$ cat config.mk
export PLATFORM = sky130hd
export DESIGN_NAME = bank_req_queue_flat
export DESIGN_NICKNAME = d
export VERILOG_FILES = /design/src/rtl/bank_req_queue_if.sv /design/src/rtl/bank_req_queue.sv /design/src/flat_wrapper.sv
export SDC_FILE = /design/constraint.sdc
export NUM_CORES = 1
export LEC_CHECK = 0
export ABC_AREA = 1
export CAP_MARGIN = 30
export CORE_AREA = 2 2 215 217
export CTS_CLUSTER_SIZE = 40
export DETAILED_ROUTE_END_ITERATION = 8
export DIE_AREA = 0 0 217 219
export GPL_ROUTABILITY_DRIVEN = 0
export GPL_TIMING_DRIVEN = 0
export SYNTH_ARGS = -nofsm -noshare
export SYNTH_HDL_FRONTEND = slang
export SYNTH_SLANG_ARGS = --single-unit
export TNS_END_PERCENT = 5
$ cat constraint.sdc
create_clock -name clk -period 3.03 [get_ports clk]
set_input_delay 0.606 -clock clk [delete_from_list [all_inputs] [get_ports clk]]
set_output_delay 0.606 -clock clk [all_outputs]
set_load 0.1 [all_outputs]
$ cat src/rtl/bank_req_queue_if.sv
// Bank request queue bus interface.
// Groups the two read-request sources, the CDB writeback port and the
// register-file bank command port. The queue uses the slave modport; the
// requesting side (operand collectors, CDB, or a testbench) uses master.
interface bank_req_queue_if #(
    parameter int ROW_W  = 3,
    parameter int OCID_W = 3,
    parameter int DATA_W = 256
);
    // Source-1 read request
    logic              push1_valid;
    logic [ROW_W-1:0]  push1_row;
    logic [OCID_W-1:0] push1_ocid;

    // Source-2 read request
    logic              push2_valid;
    logic [ROW_W-1:0]  push2_row;
    logic [OCID_W-1:0] push2_ocid;

    // Space for a full dual push is available
    logic              push_ready;

    // CDB writeback request
    logic              wr_valid;
    logic [ROW_W-1:0]  wr_row;
    logic [DATA_W-1:0] wr_data;

    // Register-file bank command
    logic [ROW_W-1:0]  rf_addr;
    logic              rf_wr;
    logic [DATA_W-1:0] rf_wdata;

    // Read issue tag
    logic              rd_issue;
    logic [OCID_W-1:0] rd_ocid;

    modport master (
        output push1_valid, push1_row, push1_ocid,
        output push2_valid, push2_row, push2_ocid,
        output wr_valid, wr_row, wr_data,
        input  push_ready,
        input  rf_addr, rf_wr, rf_wdata,
        input  rd_issue, rd_ocid
    );

    modport slave (
        input  push1_valid, push1_row, push1_ocid,
        input  push2_valid, push2_row, push2_ocid,
        input  wr_valid, wr_row, wr_data,
        output push_ready,
        output rf_addr, rf_wr, rf_wdata,
        output rd_issue, rd_ocid
    );
endinterface

$ cat src/rtl/bank_req_queue.sv
// Register-file bank request queue.
// Two read-request sources feed a circular FIFO of {ocid,row} entries. Each
// cycle the bank either performs a CDB writeback (which always wins) or
// issues the oldest queued read. Pointers carry one extra wrap bit so that
// full and empty are distinguishable and occupancy is a plain subtraction.
// Optional feature macro: REQ_BYPASS_EN -- when defined, a push1 request
// arriving at an empty, idle queue is issued to the bank in the same cycle
// instead of being stored.
module bank_req_queue #(
    parameter int DEPTH  = 8,
    parameter int ROW_W  = 3,
    parameter int OCID_W = 3,
    parameter int DATA_W = 256
) (
    input  logic                   clk,
    input  logic                   rst,
    bank_req_queue_if.slave        bus,
    output logic [$clog2(DEPTH):0] count,
    output logic                   empty,
    output logic                   full,
    output logic                   overflow_err
);

    localparam int IDX_W = $clog2(DEPTH);
    localparam int PTR_W = IDX_W + 1;
    localparam int ENT_W = OCID_W + ROW_W;

    localparam logic [PTR_W-1:0] DEPTH_P = PTR_W'(DEPTH);
    localparam logic [PTR_W-1:0] ONE_P   = PTR_W'(1);
    localparam logic [PTR_W-1:0] TWO_P   = PTR_W'(2);

    // Entry storage; deliberately not reset, pointers define validity
    logic [ENT_W-1:0]  mem [DEPTH];

    logic [PTR_W-1:0]  wp;
    logic [PTR_W-1:0]  rp;
    logic [PTR_W-1:0]  wp_next;
    logic [PTR_W-1:0]  wp_plus1;
    logic [PTR_W-1:0]  occ;
    logic [PTR_W-1:0]  free_slots;

    logic              push_ready_int;
    logic              any_push;
    logic              accept;
    logic              drop;
    logic              bypass;
    logic              pop;

    logic              we_a;
    logic              we_b;
    logic [ENT_W-1:0]  data_a;
    logic [ENT_W-1:0]  data_b;
    logic [ENT_W-1:0]  entry1;
    logic [ENT_W-1:0]  entry2;
    logic [ENT_W-1:0]  head;
    logic [ROW_W-1:0]  head_row;
    logic [OCID_W-1:0] head_ocid;

    assign entry1 = {bus.push1_ocid, bus.push1_row};
    assign entry2 = {bus.push2_ocid, bus.push2_row};

    // Occupancy comes straight from the registered pointers, so it (and every
    // flag derived from it) clears the instant reset is applied.
    assign occ        = wp - rp;
    assign free_slots = DEPTH_P - occ;
    assign wp_plus1   = wp + ONE_P;

    assign count        = occ;
    assign empty        = (occ == '0);
    assign full         = (occ == DEPTH_P);

    // Conservative readiness: always room for a dual push, ignoring any pop
    // that happens in the same cycle.
    assign push_ready_int = (free_slots >= TWO_P);
    assign bus.push_ready = push_ready_int;

    // A push is all-or-nothing: either every valid source is taken or the
    // whole request is dropped and flagged.
    assign any_push = bus.push1_valid | bus.push2_valid;
    assign accept   = any_push & push_ready_int;
    assign drop     = any_push & ~push_ready_int;

    // Writebacks own the bank, so the head only leaves on a non-write cycle.
    assign pop = ~bus.wr_valid & ~empty;

    assign head      = mem[rp[IDX_W-1:0]];
    assign head_row  = head[ROW_W-1:0];
    assign head_ocid = head[ENT_W-1:ROW_W];

`ifdef REQ_BYPASS_EN
    assign bypass = empty & ~bus.wr_valid & bus.push1_valid & push_ready_int & ~rst;
`else
    assign bypass = 1'b0;
`endif

    // Write-slot planning: decide which entries land at wp and wp+1 and how
    // far the write pointer advances.
    always_comb begin
        we_a    = 1'b0;
        we_b    = 1'b0;
        data_a  = entry1;
        data_b  = entry2;
        wp_next = wp;
        if (accept) begin
            if (bypass) begin
                if (bus.push2_valid) begin
                    we_a    = 1'b1;
                    data_a  = entry2;
                    wp_next = wp_plus1;
                end
            end else if (bus.push1_valid && bus.push2_valid) begin
                we_a    = 1'b1;
                we_b    = 1'b1;
                data_a  = entry1;
                data_b  = entry2;
                wp_next = wp + TWO_P;
            end else if (bus.push1_valid) begin
                we_a    = 1'b1;
                data_a  = entry1;
                wp_next = wp_plus1;
            end else begin
                we_a    = 1'b1;
                data_a  = entry2;
                wp_next = wp_plus1;
            end
        end
    end

    // Entry storage writes at the planned slots
    always_ff @(posedge clk) begin
        if (we_a) begin
            mem[wp[IDX_W-1:0]] <= data_a;
        end
        if (we_b) begin
            mem[wp_plus1[IDX_W-1:0]] <= data_b;
        end
    end

    // Pointer and sticky overflow state
    always_ff @(posedge clk or posedge rst) begin
        if (rst) begin
            wp           <= '0;
            rp           <= '0;
            overflow_err <= 1'b0;
        end else begin
            wp <= wp_next;
            if (pop) begin
                rp <= rp + ONE_P;
            end
            if (drop) begin
                overflow_err <= 1'b1;
            end
        end
    end

    // Bank command selection: writeback, then queued read, then bypass read;
    // idle drives zeros so the bank never sees X.
    always_comb begin
        bus.rf_wr    = bus.wr_valid;
        bus.rf_addr  = '0;
        bus.rd_issue = 1'b0;
        bus.rd_ocid  = '0;
        if (bus.wr_valid) begin
            bus.rf_addr = bus.wr_row;
        end else if (!empty && !rst) begin
            bus.rd_issue = 1'b1;
            bus.rf_addr  = head_row;
            bus.rd_ocid  = head_ocid;
        end else if (bypass) begin
            bus.rd_issue = 1'b1;
            bus.rf_addr  = bus.push1_row;
            bus.rd_ocid  = bus.push1_ocid;
        end
    end

    assign bus.rf_wdata = DATA_W'(bus.wr_data);

endmodule
$ cat src/flat_wrapper.sv
// flat-port wrapper written by rule: the top's interface ports become plain ports
module bank_req_queue_flat 
#(
    parameter int DEPTH  = 8,
    parameter int ROW_W  = 3,
    parameter int OCID_W = 3,
    parameter int DATA_W = 256
)
  (clk, rst, count, empty, full, overflow_err, bus_push1_valid, bus_push1_row, bus_push1_ocid, bus_push2_valid, bus_push2_row, bus_push2_ocid, bus_wr_valid, bus_wr_row, bus_wr_data, bus_push_ready, bus_rf_addr, bus_rf_wr, bus_rf_wdata, bus_rd_issue, bus_rd_ocid);
  bank_req_queue_if #(.ROW_W(ROW_W), .OCID_W(OCID_W), .DATA_W(DATA_W)) bus_i ();
  input  logic clk;
  input  logic rst;
  output logic [$clog2(DEPTH):0] count;
  output logic empty;
  output logic full;
  output logic overflow_err;
  input wire logic [$bits(bus_i.push1_valid)-1:0] bus_push1_valid;
  input wire logic [$bits(bus_i.push1_row)-1:0] bus_push1_row;
  input wire logic [$bits(bus_i.push1_ocid)-1:0] bus_push1_ocid;
  input wire logic [$bits(bus_i.push2_valid)-1:0] bus_push2_valid;
  input wire logic [$bits(bus_i.push2_row)-1:0] bus_push2_row;
  input wire logic [$bits(bus_i.push2_ocid)-1:0] bus_push2_ocid;
  input wire logic [$bits(bus_i.wr_valid)-1:0] bus_wr_valid;
  input wire logic [$bits(bus_i.wr_row)-1:0] bus_wr_row;
  input wire logic [$bits(bus_i.wr_data)-1:0] bus_wr_data;
  output wire logic [$bits(bus_i.push_ready)-1:0] bus_push_ready;
  output wire logic [$bits(bus_i.rf_addr)-1:0] bus_rf_addr;
  output wire logic [$bits(bus_i.rf_wr)-1:0] bus_rf_wr;
  output wire logic [$bits(bus_i.rf_wdata)-1:0] bus_rf_wdata;
  output wire logic [$bits(bus_i.rd_issue)-1:0] bus_rd_issue;
  output wire logic [$bits(bus_i.rd_ocid)-1:0] bus_rd_ocid;
  assign bus_i.push1_valid = bus_push1_valid;
  assign bus_i.push1_row = bus_push1_row;
  assign bus_i.push1_ocid = bus_push1_ocid;
  assign bus_i.push2_valid = bus_push2_valid;
  assign bus_i.push2_row = bus_push2_row;
  assign bus_i.push2_ocid = bus_push2_ocid;
  assign bus_i.wr_valid = bus_wr_valid;
  assign bus_i.wr_row = bus_wr_row;
  assign bus_i.wr_data = bus_wr_data;
  assign bus_push_ready = bus_i.push_ready;
  assign bus_rf_addr = bus_i.rf_addr;
  assign bus_rf_wr = bus_i.rf_wr;
  assign bus_rf_wdata = bus_i.rf_wdata;
  assign bus_rd_issue = bus_i.rd_issue;
  assign bus_rd_ocid = bus_i.rd_ocid;
  bank_req_queue #(.DEPTH(DEPTH), .ROW_W(ROW_W), .OCID_W(OCID_W), .DATA_W(DATA_W)) u_core (.clk(clk), .rst(rst), .bus(bus_i), .count(count), .empty(empty), .full(full), .overflow_err(overflow_err));
endmodule
==> results by group, run 1 <==
Floorplanning
  • Core area: 45100 um2
  • Starting Density: 0.129
  • Width of the die: 217 um
  • Site Rows: 78
  • Height of the die: 219 um
  • Die area: 47500 um2
  • Io pins: 548

STA
  • Period minus WS final: 3.38 ns
  • Worst slack on hold paths: 0.483 ns
  • Sum Neg Setup Slack: -4.41 ns
  • Final worst slack: -0.353 ns
  • Fin. Hold Viols: 0
  • Clock Skew: 0.00577 ns
  • Slew margin rel.: 0.300
  • Slew Viols, Final: 0
  • Setup-failing EPs final: 94
  • Final period utilization: 1.12
  • Worst-margin pin slew: 1.05 ns
  • RSZ-0062 raised after global routing: true
  • F_max: 0.296 GHz

Routing
  • DR pass1 iterations: 5
  • Total number of vias: 5837
  • DRC: 0
  • WL final: 23500 um
  • Post-route ant nets: 0
  • Routed WL per cell: 14.1 um
  • 1st-iter DRT viols: 365
  • Vias per cell: 3.52

Synthesis
  • Yosys cell types: 39
  • Largest family of logic cells by synthesized area: buffers and inverters
  • Synth warnings: 0
  • Sequential cell area fraction in the yosys report: 0.286
  • Primary FF master, synth: edfxtp_1
  • Synth Area in XOR/XNOR: 0.00752
  • Synthesized netlist cell count: 736
  • Post-synth EDFFs: 48
  • Leading cell types by count after synthesis: buf_4 (259), nand2_1 (187), edfxtp_1 (48), nand4_1 (48), nor2_1 (20)
  • Synth Area in Compound Gates: 0.0460
  • Synth top area cells: buf_4 (33%), edfxtp_1 (25%), nand2_1 (12%), nand4_1 (5.2%), dfrtp_1 (3.9%)
  • Top-count cell post-synth: buf_4
  • Post-synth top area cell: buf_4
  • Mapped Nets: 1024
  • Simple-gate area share of the yosys netlist: 0.242
  • Mux contribution to synthesized area: 0.0116
  • Synth Area in Adders: 0.0271
  • Mapped Area: 5820 um2
  • Async SR Flop Fraction: 0.158
  • Synth top area share: 0.334
  • Seq cells post-synth: 57
  • Average cell area after synthesis: 7.91 um2

Power
  • Clock share of power: 0.078
  • Pwr Density: 1100 nW/um2
  • Lkg Pwr: 4.45 nW
  • Sw power: 6.55 mW
  • Power share of the combinational group: 0.775
  • Switching share of total power: 0.576
  • Maximum vdd drop: 0.000690 V
  • Design Power: 11.4 mW
  • Seq pwr share: 0.147
  • Power Internal: 4.83 mW

Setup path
  • CP Data Arrival Time: 2.78 ns
  • Reg-to-reg endpoint: u_core.mem[4][3]$_DFFE_PP_
  • Setup crit start kind: register
  • Worst EP required: 2.42 ns
  • Crit Path Max Fanout: 2
  • Critical Path Sink: bus_push_ready
  • WS Path Type: reg2out
  • Slowest cell on crit path: fa_2
  • R2R setup slack: -0.10 ns
  • Reg2reg start: u_core.wp[0]$_DFFE_PP0P_
  • Slowest cell delay on critical path: 0.56 ns
  • Critical path, cell by cell: buf_6 > inv_8 > ha_4 > inv_2 > fa_2 > inv_2 > ha_4 > or2_4 > nor2_4 > nand3_4 > buf_6 > buf_8 > buf_16
  • Worst-case reg-to-reg path depth: 17
  • CP startpoint: u_core.wp[0]$_DFFE_PP0P_
  • Crit end category: primary output

CTS
  • CTS sink cnt: 57
  • Clock transition at path regs: 0.05 ns
  • CTS tree: built
  • Post-CTS Hold Buffers: 0
  • CTS Buf Count: 9
  • Max clock buf depth: 2
  • Worst-Skew Late Latency: 0.32 ns
  • # H-tree levels: 3
  • Clk root buf: clkbuf_16

Global routing
  • GR Util met2: 0.164
  • Global route overflow: 0
  • GR peak layer: met2
  • Global Route met3 Usage: 0.0157
  • Antenna violations before repair: 3
  • GRT Total Usage: 0.0900
  • First-pass GRT wire length: 32500 um
  • Met1 usage: 0.108
  • Vias in the first global route: 5568
  • Largest net degree at the start of global routing: 12

Final layout
  • Final instance area: 10400 um2
  • Final Util: 0.230
  • Proportion of layout cells with a drive suffix above 1: 0.371
  • Post-layout net count: 1340
  • Area Growth Syn to Fin: 78.4%

Run status
  • Failing checks: negative setup slack
  • Status: finished with violations

Place
  • Placed cell area: 9730 um2
  • Buffers on Ports: 284
  • Placed wire-length estimate: 19700 um

Worst hold path
  • Worst hold path class: reg2reg

Job
  • Max-Cap Viols: 0
-- power groups by stage --
stage	clock network [mW]	logic, mW	registers [mW]
floorplan	0	5.97	1.62
global placement	0	7.70	1.67
detailed placement	0	7.95	1.68
CTS	0.900	8.48	1.68
global route	0.933	9.41	1.71
finish	0.886	8.82	1.68
-- stage by stage --
stage | setup WS [ns] | instances
floorplan | -0.646 | 736
global placement | -1.29 | 1620
detailed placement | -1.32 | 1626
CTS | -0.448 | 1649
global route | -0.435 | 1657
finish | -0.353 | 1660
-- metal layers --
layer	part of all wire	vias to the layer above
met2	0.53	327
met1	0.39	2686
li1	-	2798
met5	0.00051	-
met3	0.071	24
met4	0.0097	2
-- cells in the final DEF, fill, tap and decap left out, drive strengths merged, types with 6 or more instances in the layout --
master         netlist  layout
inv                 25      24
clkdlybuf4s50        0     270
a21oi                9       9
buf                278     311
edfxtp              48      48
nand4               48      48
nor2                21      21
mux2                 6       6
clkbuf              10      25
nand2              195     195
dfrtp                9       9
nand3               26      26
ha                  11      11
o21ai               25      25
-- kinds of logic (layout without fill, tap and decap cells) --
group | count (synthesis) | in the layout
AND/OR/NAND/NOR | 295 | 295
adder cells (fa/ha/maj) | 12 | 12
multiplexers | 6 | 6
flip-flops | 57 | 57
XOR/XNOR | 5 | 5
AO/OA/AOI/OAI | 47 | 47
buffers and inverters | 314 | 635
other | 0 | 3
-- worst max-delay path, delay by kind of cell (launching register included) --
family | cells | cell delay [ns]
adder cells (fa/ha/maj) | 3 | 0.87
buffers and inverters | 7 | 0.71
flip-flops | 1 | 0.38
AND/OR/NAND/NOR | 3 | 0.46
-- how the worst min path moves through the flow --
stage / from / end / slack [ns] / cells past startpoint
2_1_floorplan: u_core.rp[3]$_DFFE_PP0P_ / u_core.rp[3]$_DFFE_PP0P_ / 0.48 / 1
3_5_place_dp: u_core.overflow_err$_DFFE_PP0P_ / u_core.overflow_err$_DFFE_PP0P_ / 0.48 / 1
4_1_cts: u_core.overflow_err$_DFFE_PP0P_ / u_core.overflow_err$_DFFE_PP0P_ / 0.49 / 1
6_report: u_core.overflow_err$_DFFE_PP0P_ / u_core.overflow_err$_DFFE_PP0P_ / 0.48 / 1
3_3_place_gp: u_core.overflow_err$_DFFE_PP0P_ / u_core.overflow_err$_DFFE_PP0P_ / 0.46 / 1
5_1_grt: u_core.overflow_err$_DFFE_PP0P_ / u_core.overflow_err$_DFFE_PP0P_ / 0.51 / 1
-- sequential cells by signal (all words and copies together) (netlist names) --
signal	cells
u_core.mem	48
u_core.overflow_err	1
u_core.rp	4
u_core.wp	4
-- layout make-up --
cell class              count  area (um2)
fillers                  4896       34700
repair buffers            306        3200
multi-input cells         365        2240
plain buffers             287        2130
flip-flops and latches     57        1670
well taps                 600         751
clock buffers              15         258
inverters                  26         121
diodes                      3        7.51
clock inverters             1        5.00
-- what timing repair did --
item,in CTS,in global routing
gates resized for setup,118,25
cloned,0,0
pin swaps,11,22
endpoints found under the setup margin,111,107
setup buffers,8,9
Note: power is estimated with default switching activity, not from simulation.
==> run 2, diff against run 1 <==
--- a/config.mk
+++ b/config.mk
@@ -13,6 +13,7 @@
 export DIE_AREA = 0 0 217 219
 export GPL_ROUTABILITY_DRIVEN = 0
 export GPL_TIMING_DRIVEN = 0
+export SETUP_SLACK_MARGIN = 0.3
 export SYNTH_ARGS = -nofsm -noshare
 export SYNTH_HDL_FRONTEND = slang
 export SYNTH_SLANG_ARGS = --single-unit
==> run 2 against run 1 <==
  * The flow still finishes with violations (negative setup slack)
  * Critical endpoint unchanged
  * Register-to-register slack gained 0.13 ns
  * Critical path type unchanged
  * Largest cell class unchanged
  * Final area shrank 0.17%
  * Hold slack hardly changed
  * Wire length decreased by 0.50%
  * Critical path depth grew 1
  * Sequential power is essentially flat
  * Global-route usage about the same
==> results by group, run 2 (synthesized netlist as in run 1, its figures left out) <==
Place
  • Placed wire-length estimate: 19700 um
  • Placed cell area: 9730 um2
  • Dpl cells: 1626
  • Pre-CTS setup slack: -1.32 ns
  • Buffers on Ports: 284

Worst hold path
  • Hold Path End: u_core.overflow_err$_DFFE_PP0P_
  • Hold_sp: u_core.overflow_err$_DFFE_PP0P_
  • Hold path cells: 1
  • Worst hold path class: reg2reg

Floorplanning
  • Site Rows: 78
  • Core area: 45100 um2
  • Width of the die: 217 um
  • Height of the die: 219 um
  • Starting Density: 0.129
  • Io pins: 548
  • Die area: 47500 um2

STA
  • Clock Skew: 0.00652 ns
  • Slew Viols, Final: 0
  • Final period utilization: 1.13
  • Slew margin rel.: 0.300
  • Setup-failing EPs final: 9
  • RSZ-0062 raised after global routing: true
  • Final worst slack: -0.405 ns
  • Period minus WS final: 3.43 ns
  • F_max: 0.291 GHz
  • Fin. Hold Viols: 0
  • Worst-margin pin slew: 1.05 ns

Job
  • Max-Cap Viols: 0

Routing
  • DRC: 0
  • Post-route ant nets: 0
  • WL final: 23400 um
  • Vias per cell: 3.49
  • Total number of vias: 5779
  • 1st-iter DRT viols: 387
  • Routed WL per cell: 14.1 um
  • DR pass1 iterations: 5

CTS
  • CTS Buf Count: 9
  • CTS tree: built
  • Post-CTS Hold Buffers: 0
  • Clock transition at path regs: 0.05 ns
  • Clk root buf: clkbuf_16
  • Max clock buf depth: 2
  • # H-tree levels: 3
  • CTS sink cnt: 57
  • Worst-Skew Late Latency: 0.32 ns

Power
  • Maximum vdd drop: 0.000653 V
  • Seq pwr share: 0.147
  • Sw power: 6.53 mW
  • Power Internal: 4.79 mW
  • Pwr Density: 1090 nW/um2
  • Clock share of power: 0.078
  • Power share of the combinational group: 0.775
  • Switching share of total power: 0.577
  • Lkg Pwr: 4.44 nW

Setup path
  • Crit Path Max Fanout: 2
  • Crit end category: primary output
  • Worst-case reg-to-reg path depth: 16
  • Setup crit start kind: register
  • CP Data Arrival Time: 2.83 ns
  • WS Path Type: reg2out
  • R2R setup slack: 0.03 ns
  • Worst EP required: 2.42 ns
  • Reg-to-reg endpoint: u_core.mem[4][4]$_DFFE_PP_
  • Reg2reg start: u_core.wp[0]$_DFFE_PP0P_

Final layout
  • Number of flip-flops in the largest register: 48
  • Proportion of layout cells with a drive suffix above 1: 0.367
  • Area Growth Syn to Fin: 78.1%
  • Non-filler cells, final: 1656
  • Post-layout net count: 1336
  • Most frequent cells in the layout: buf_4 (269), clkdlybuf4s50_1 (269), nand2_1 (176)
  • Final instance area: 10400 um2

Run status
  • Status: finished with violations
  • Failing checks: negative setup slack

Global routing
  • Vias in the first global route: 5576
  • First-pass GRT wire length: 32500 um
  • GRT Total Usage: 0.0900
  • Antenna violations before repair: 3
  • Global route overflow: 0
  • Largest net degree at the start of global routing: 12
[run 2: cell types whose count changed in the layout (fill, tap and decap cells not counted), sizes merged]
cell           before  now
buf               311  309
clkbuf             25   24
clkdlybuf4s15       2    0
clkdlybuf4s50     270  269
dlygate4sd2         0    2
[run 2: worst max-delay path: stages (launching register included)]
cell     delay, ns
dfrtp_1       0.38
buf_6         0.14
inv_8         0.06
ha_4          0.11
inv_2         0.04
fa_2          0.45
buf_4         0.15
ha_1          0.18
or2_4         0.25
nor2_4        0.09
nand3_4       0.09
buf_6         0.13
buf_8         0.11
buf_6         0.12
buf_16        0.16
[run 2: metal layers]
metal  vias to the layer above  GRT usage  wire length [um]  part of all wire
met5                         -          0                12           0.00051
met3                        18     0.0155              1560             0.067
li1                       2787          -                 -                 -
met2                       320      0.164             12300              0.53
met1                      2652      0.108              9170              0.39
met4                         2     0.0251               284             0.012
[run 2: metrics by stage]
stage	util	hold slack [ns]	power (mW)	setup TNS, ns
final	0.230	0.483	11.3	-1.85
after global routing	0.230	0.505	12.0	-4.33
after detailed placement	0.216	0.478	9.63	-26.18
after floorplan	-	0.481	7.60	-27.22
after CTS	0.229	0.493	11.3	-2.62
after global placement	0.212	0.462	9.37	-23.30
[run 2: worst max-delay path by stage]
stage                                  start        endpoint  slack [ns]  cells past startpoint
floorplan           u_core.wp[0]$_DFFE_PP0P_  bus_rf_addr[1]       -0.65                     16
CTS                 u_core.wp[0]$_DFFE_PP0P_  bus_push_ready       -0.45                     14
detailed placement  u_core.rp[2]$_DFFE_PP0P_  bus_rf_addr[1]       -1.32                     16
finish              u_core.wp[0]$_DFFE_PP0P_  bus_push_ready       -0.40                     14
global placement    u_core.rp[1]$_DFFE_PP0P_  bus_push_ready       -1.29                     13
global route        u_core.wp[0]$_DFFE_PP0P_  bus_push_ready       -0.49                     14
[run 2: final cells by class]
| class | instances | area (um2) |
|---|---|---|
| buffer | 288 | 2150 |
| inverter | 26 | 124 |
| clock inverter | 1 | 5.00 |
| tap | 600 | 751 |
| multi-input combinational | 365 | 2240 |
| timing repair buffer | 301 | 3160 |
| fill | 4900 | 34700 |
| clock buffer | 15 | 258 |
| sequential | 57 | 1670 |
| antenna | 3 | 7.51 |
[run 2: timing repair]
action / CTS / global route
setup endpoints to repair: 116 / 113
pin swaps: 18 / 6
resized for setup: 146 / 7
cloned: 0 / 0
setup buffers: 9 / 2
[run 2: power by group through the flow]
stage          registers, mW  clock network [mW]  logic [mW]
2_1_floorplan           1.62                   0        5.97
3_3_place_gp            1.67                   0        7.70
3_5_place_dp            1.68                   0        7.95
4_1_cts                 1.66               0.900        8.75
5_1_grt                 1.70               0.933        9.37
6_report                1.66               0.883        8.76
